File: src/rtl/gray_pkg.sv
// Shared definitions for the gray-code receive path: FSM encodings and wrap counter sizing.
// Latency: n/a (declarations only).
// Backpressure: n/a.
package gray_pkg;

    typedef enum logic [1:0] {
        ST_IDLE   = 2'd0,
        ST_LOCKED = 2'd1,
        ST_FAULT  = 2'd2
    } state_t;

    localparam int unsigned       WRAPCNT_W   = 8;
    localparam logic [WRAPCNT_W-1:0] WRAPCNT_MAX = 8'd255;

endpackage

File: src/rtl/gray2bin.sv
// Combinational gray-to-binary conversion.
// Latency: 0 cycles (pure combinational).
// Backpressure: none.
// Ports: gray (in, WIDTH) gray-coded word; binary (out, WIDTH) decoded value.
module gray2bin #(
    parameter int WIDTH = 3
) (
    input  logic [WIDTH-1:0] gray,
    output logic [WIDTH-1:0] binary
);

    // Each binary bit is the XOR of all gray bits at or above it, which is the
    // unrolled form of b[i] = b[i+1] ^ g[i] and avoids a self-referencing vector.
    for (genvar i = 0; i < WIDTH; i++) begin : g_bit
        assign binary[i] = ^gray[WIDTH-1:i];
    end

endmodule

File: src/rtl/gray_decoder.sv
// Gray stream monitor: decodes sampled Gray, tracks single forward steps, flags illegal
// transitions (sticky) and pulses Wrap on max->0. Latency: 1 cycle, all outputs registered.
// Backpressure: none; En is a sample strobe, Clear overrides En and drops that cycle's sample.
// Ports: Clk, Reset_n (async active-low), En, Clear, Gray[WIDTH] in;
//        Binary[WIDTH], Valid, Wrap, StepErr out; WrapCnt[8] out when GRAY_DEC_WRAPCNT_EN is defined.
// Optional feature macro: GRAY_DEC_WRAPCNT_EN (saturating count of Wrap pulses).
module gray_decoder
    import gray_pkg::*;
#(
    parameter int WIDTH = 3
) (
    input  logic                 Clk,
    input  logic                 Reset_n,
    input  logic                 En,
    input  logic                 Clear,
    input  logic [WIDTH-1:0]     Gray,
    output logic [WIDTH-1:0]     Binary,
    output logic                 Valid,
    output logic                 Wrap,
`ifdef GRAY_DEC_WRAPCNT_EN
    output logic [WRAPCNT_W-1:0] WrapCnt,
`endif
    output logic                 StepErr
);

    localparam logic [WIDTH-1:0] ONE     = {{(WIDTH-1){1'b0}}, 1'b1};
    localparam logic [WIDTH-1:0] BIN_MAX = {WIDTH{1'b1}};

    state_t           state, state_nxt;
    logic [WIDTH-1:0] bin_q, bin_nxt;
    logic [WIDTH-1:0] prev_gray, prev_gray_nxt;
    logic             wrap_q, wrap_nxt;
    logic             err_q, err_nxt;
    logic [WIDTH-1:0] gray_bin;
    logic [WIDTH-1:0] bin_inc;

    gray2bin #(.WIDTH(WIDTH)) u_gray2bin (
        .gray   (Gray),
        .binary (gray_bin)
    );

    // Expected next value; wraps modulo 2^WIDTH naturally.
    assign bin_inc = bin_q + ONE;

    always_ff @(posedge Clk or negedge Reset_n) begin
        if (!Reset_n) begin
            state     <= ST_IDLE;
            bin_q     <= '0;
            prev_gray <= '0;
            wrap_q    <= 1'b0;
            err_q     <= 1'b0;
        end else begin
            state     <= state_nxt;
            bin_q     <= bin_nxt;
            prev_gray <= prev_gray_nxt;
            wrap_q    <= wrap_nxt;
            err_q     <= err_nxt;
        end
    end

    always_comb begin
        state_nxt     = state;
        bin_nxt       = bin_q;
        prev_gray_nxt = prev_gray;
        wrap_nxt      = 1'b0;
        err_nxt       = err_q;
        if (Clear) begin
            // Binary is kept; it is re-captured on the next accepted sample.
            state_nxt = ST_IDLE;
            err_nxt   = 1'b0;
        end else begin
            unique case (state)
                ST_IDLE: begin
                    if (En) begin
                        prev_gray_nxt = Gray;
                        bin_nxt       = gray_bin;
                        state_nxt     = ST_LOCKED;
                    end
                end
                ST_LOCKED: begin
                    if (En) begin
                        if (Gray == prev_gray) begin
                            // Stalled counter: legal, nothing changes.
                        end else if (gray_bin == bin_inc) begin
                            prev_gray_nxt = Gray;
                            bin_nxt       = gray_bin;
                            wrap_nxt      = (bin_q == BIN_MAX);
                        end else begin
                            // Backward steps, skips and multi-bit changes all land here;
                            // Binary and prev_gray keep the last good sample.
                            state_nxt = ST_FAULT;
                            err_nxt   = 1'b1;
                        end
                    end
                end
                ST_FAULT: begin
                    // Only Clear or reset leave this state.
                end
                default: begin
                    state_nxt = ST_IDLE;
                end
            endcase
        end
    end

    assign Binary  = bin_q;
    assign Valid   = (state == ST_LOCKED);
    assign Wrap    = wrap_q;
    assign StepErr = err_q;

`ifdef GRAY_DEC_WRAPCNT_EN
    logic [WRAPCNT_W-1:0] wrap_cnt;

    always_ff @(posedge Clk or negedge Reset_n) begin
        if (!Reset_n) begin
            wrap_cnt <= '0;
        end else if (Clear) begin
            wrap_cnt <= '0;
        end else if (wrap_nxt && (wrap_cnt != WRAPCNT_MAX)) begin
            wrap_cnt <= wrap_cnt + 1'b1;
        end
    end

    assign WrapCnt = wrap_cnt;
`endif

endmodule

File: config.mk
export PLATFORM = sky130hd
export DESIGN_NAME = gray_decoder
export DESIGN_NICKNAME = d
export VERILOG_FILES = /design/src/rtl/gray_pkg.sv /design/src/rtl/gray2bin.sv /design/src/rtl/gray_decoder.sv
export SDC_FILE = /design/constraint.sdc
export NUM_CORES = 1
export LEC_CHECK = 0
export BUFFER_PORTS_ARGS = -buffer_cell sky130_fd_sc_hd__buf_2
export CAP_MARGIN = 20
export CELL_PAD_IN_SITES_DETAIL_PLACEMENT = 1
export CELL_PAD_IN_SITES_GLOBAL_PLACEMENT = 2
export CORE_MARGIN = 2
export CORE_UTILIZATION = 30
export DETAILED_ROUTE_END_ITERATION = 7
export PLACE_DENSITY_LB_ADDON = 0.1
export SETUP_SLACK_MARGIN = 0.02
export SLEW_MARGIN = 10
export SYNTH_ARGS = -nofsm -noshare
export SYNTH_HDL_FRONTEND = slang
export SYNTH_SLANG_ARGS = --single-unit
File: constraint.sdc
create_clock -name Clk -period 5.95 [get_ports Clk]
set_input_delay 0.2975 -clock Clk [delete_from_list [all_inputs] [get_ports Clk]]
set_output_delay 0.2975 -clock Clk [all_outputs]
set_load 0.005 [all_outputs]
==> out/metrics.yaml <==
critPathTopFamily: "compound AO/OA/AOI/OAI gates"
drv_slew: 0
n_fill_cell: 206
core_area_um2: 1689
cts_buffers: 3
grt_max_degree: 10
slowest_stage: "dfrtp_1"
antenna_cells: 0
worstSetupStartpoint: "Binary[0]"
syn-num-nets: 56
status: "finished clean"
arrival_ns: 2.51
cts_tree: "built"
final_cell_mix: "buf_2, dfrtp_1, mux2_2, xnor2_1, nand3_1"
rr_worst_depth: 7
clock_skew_ns: 0.007773
yosysUniqueCellTypes: 23
multi_input_area_um2: 284.0
setup_ws_ns: 3.589
min_from: "Clear"
grt_usage_pct: 12.77
r2r_start: "Binary[0]"
clkTransAtPathRegs_ns: 0.06
path_common_cell: "ha_1"
area_growth_syn_to_layout_pct: 20.00
post-dp-hpwl_um: 803.2
post-place-ws_ns: 3.600
die-area_um2: 2103
start_kind: "register"
p_leak_nw: 0.2795
first_global_vias: 396
critPathMaxStageDelay_ns: 0.43
hold_path_depth: 2
cap_viol_max_count: 0
synth_warnings: 0
rsz0062_at_grt: "false"
drc: 0
regArea_um2: 225.2
max_slew_margin_pct: 79.27
path_max_fanout: 5
r2r_slack_ns: 3.59
fin_tns_setup_ns: 0
hold_viol_final: 0
post_drt_wl_per_cell_um: 13.61
io_pins: 13
required_ns: 6.09
cts_max_path_buffers: 2
syn-cell-area_um2: 525.5
die_w_um: 45.86
mostFrequentLayoutCell: "buf_2"
end_kind: "register"
first_pass_iters: 2
io_buffers: 12
fmax_ghz: 0.4235
powerDensity_nw_per_um2: 432.3
synth-seq-cells: 9
drive_above_1_share_pct: 37.10
fin_crit_ns: 2.361
ys_seq_area_share_pct: 42.86
wl_um: 1075
setup_violations: 0
gp_congestion: 0.6828
antenna_found_initial: 0
min_path_type: "in2reg"
htreeDepth: 1
cts-root-buf: "clkbuf_4"
min_to: "state[1]"
vdd_drop_max_uv: 156.6
rows: 15
placed_area_um2: 594.3
tightest_slew_ns: 0.3100
drt_iter0_drc: 3
start_util_pct: 31.11
vias: 407
ant_nets: 0
syn_inst: 47
path_buf_inv: 0
fp.dieH_um: 45.86
worstPathCellList: "ha_1, ha_1, or3_1, a211oi_2, a31oi_2, o22ai_4, mux2_2"
viasPerCell: 5.152
stdcell_area_um2: 630.6
syn_avg_cell_area_um2: 11.18
grt_first_pass_wirelength_um: 1807
r2r_end: "prev_gray[0]"
finalNetCount: 72
min_period_over_period_pct: 39.69
critical_path_class: "reg2reg"
overflow: 0
cts_sinks: 9
clkLatencyLatePin_ns: 0.27
-- report_power, final --
part	total, W	internal, W	switching [W]
registers	0.000103	0.0000822	0.0000207
logic	0.000121	0.0000624	0.0000582
clock network	0.0000490	0.0000259	0.0000231
-- metal layers --
layer  track usage (%)  part of all wire, %  vias to the layer above
met5                 0                    0                        -
met4             10.29                  1.8                        0
met2             17.22                   42                       13
met1             16.63                   52                      195
li1                  -                    -                      197
met3             3.571                  4.4                        2
-- registers in the layout (all words and copies together) (netlist names) --
name / flops
Binary: 3
StepErr: 1
Wrap: 1
prev_gray: 2
state: 2
-- cells by family (layout without fill, tap and decap cells) --
kind of cell / count (synthesis) / count (layout) / synth area share [%]
flip-flops: 9 / 9 / 42.86
AO/OA/AOI/OAI: 7 / 7 / 13.33
buffers and inverters: 3 / 18 / 3.094
multiplexers: 5 / 5 / 10.71
XOR/XNOR: 6 / 6 / 10.00
adder cells (fa/ha/maj): 2 / 2 / 4.761
AND/OR/NAND/NOR: 15 / 15 / 15.24
-- cell type report --
| cell class | count | share of cell area, % |
|---|---|---|
| clock buffer | 4 | 4.167 |
| tap | 17 | 3.373 |
| timing repair buffer | 13 | 11.11 |
| inverter | 1 | 0.5952 |
| multi-input combinational | 35 | 45.04 |
| sequential | 9 | 35.71 |
-- worst max-delay path by stage --
stage / endpoint / slack (ns) / cells past startpoint
2_1_floorplan: prev_gray[0] / 3.75 / 7
3_3_place_gp: Binary[2] / 3.61 / 7
3_5_place_dp: Binary[2] / 3.60 / 7
4_1_cts: prev_gray[0] / 3.59 / 7
5_1_grt: prev_gray[0] / 3.50 / 7
6_report: prev_gray[0] / 3.59 / 7
-- cell usage after synthesis --
cell	count	area share, %
mux2_2	5	11
o22ai_4	1	3.8
nand3_1	4	3.8
or3b_1	1	1.7
ha_1	2	4.8
a211oi_2	1	2.4
buf_4	1	1.4
or3_1	1	1.2
nand2b_1	1	1.2
nor2_1	1	0.71
clkbuf_2	1	0.95
inv_1	1	0.71
o211a_1	1	1.9
xnor2_1	4	6.7
dfrtp_1	9	43
nand4_1	2	2.4
a31oi_2	1	2.4
a21oi_1	2	1.9
o21ai_0	1	0.95
nor3_1	1	0.95
nor2b_1	1	1.2
nand2_1	3	2.1
xor2_1	2	3.3
-- stage by stage --
stage / cells / hold WS, ns / total power (W) / util [%]
final: 79 / 0.2162 / 0.0002726 / 37.33
after global routing: 79 / 0.2123 / 0.0002964 / 37.33
after CTS: 79 / 0.2083 / 0.0002777 / 37.33
after detailed placement: 74 / 0.1697 / 0.0002253 / 35.19
after global placement: 74 / 0.1704 / 0.0002254 / 35.19
after floorplan: 47 / 0.001909 / 0.0001943 / -
-- timing repair --
action | 4_1_cts | 5_1_grt
gates resized for setup | 0 | 0
hold endpoints to repair | 9 | 0
setup buffers | 0 | 0
hold buffers | 1 | 0
No activity file was read; power rests on OpenSTA's default activity.
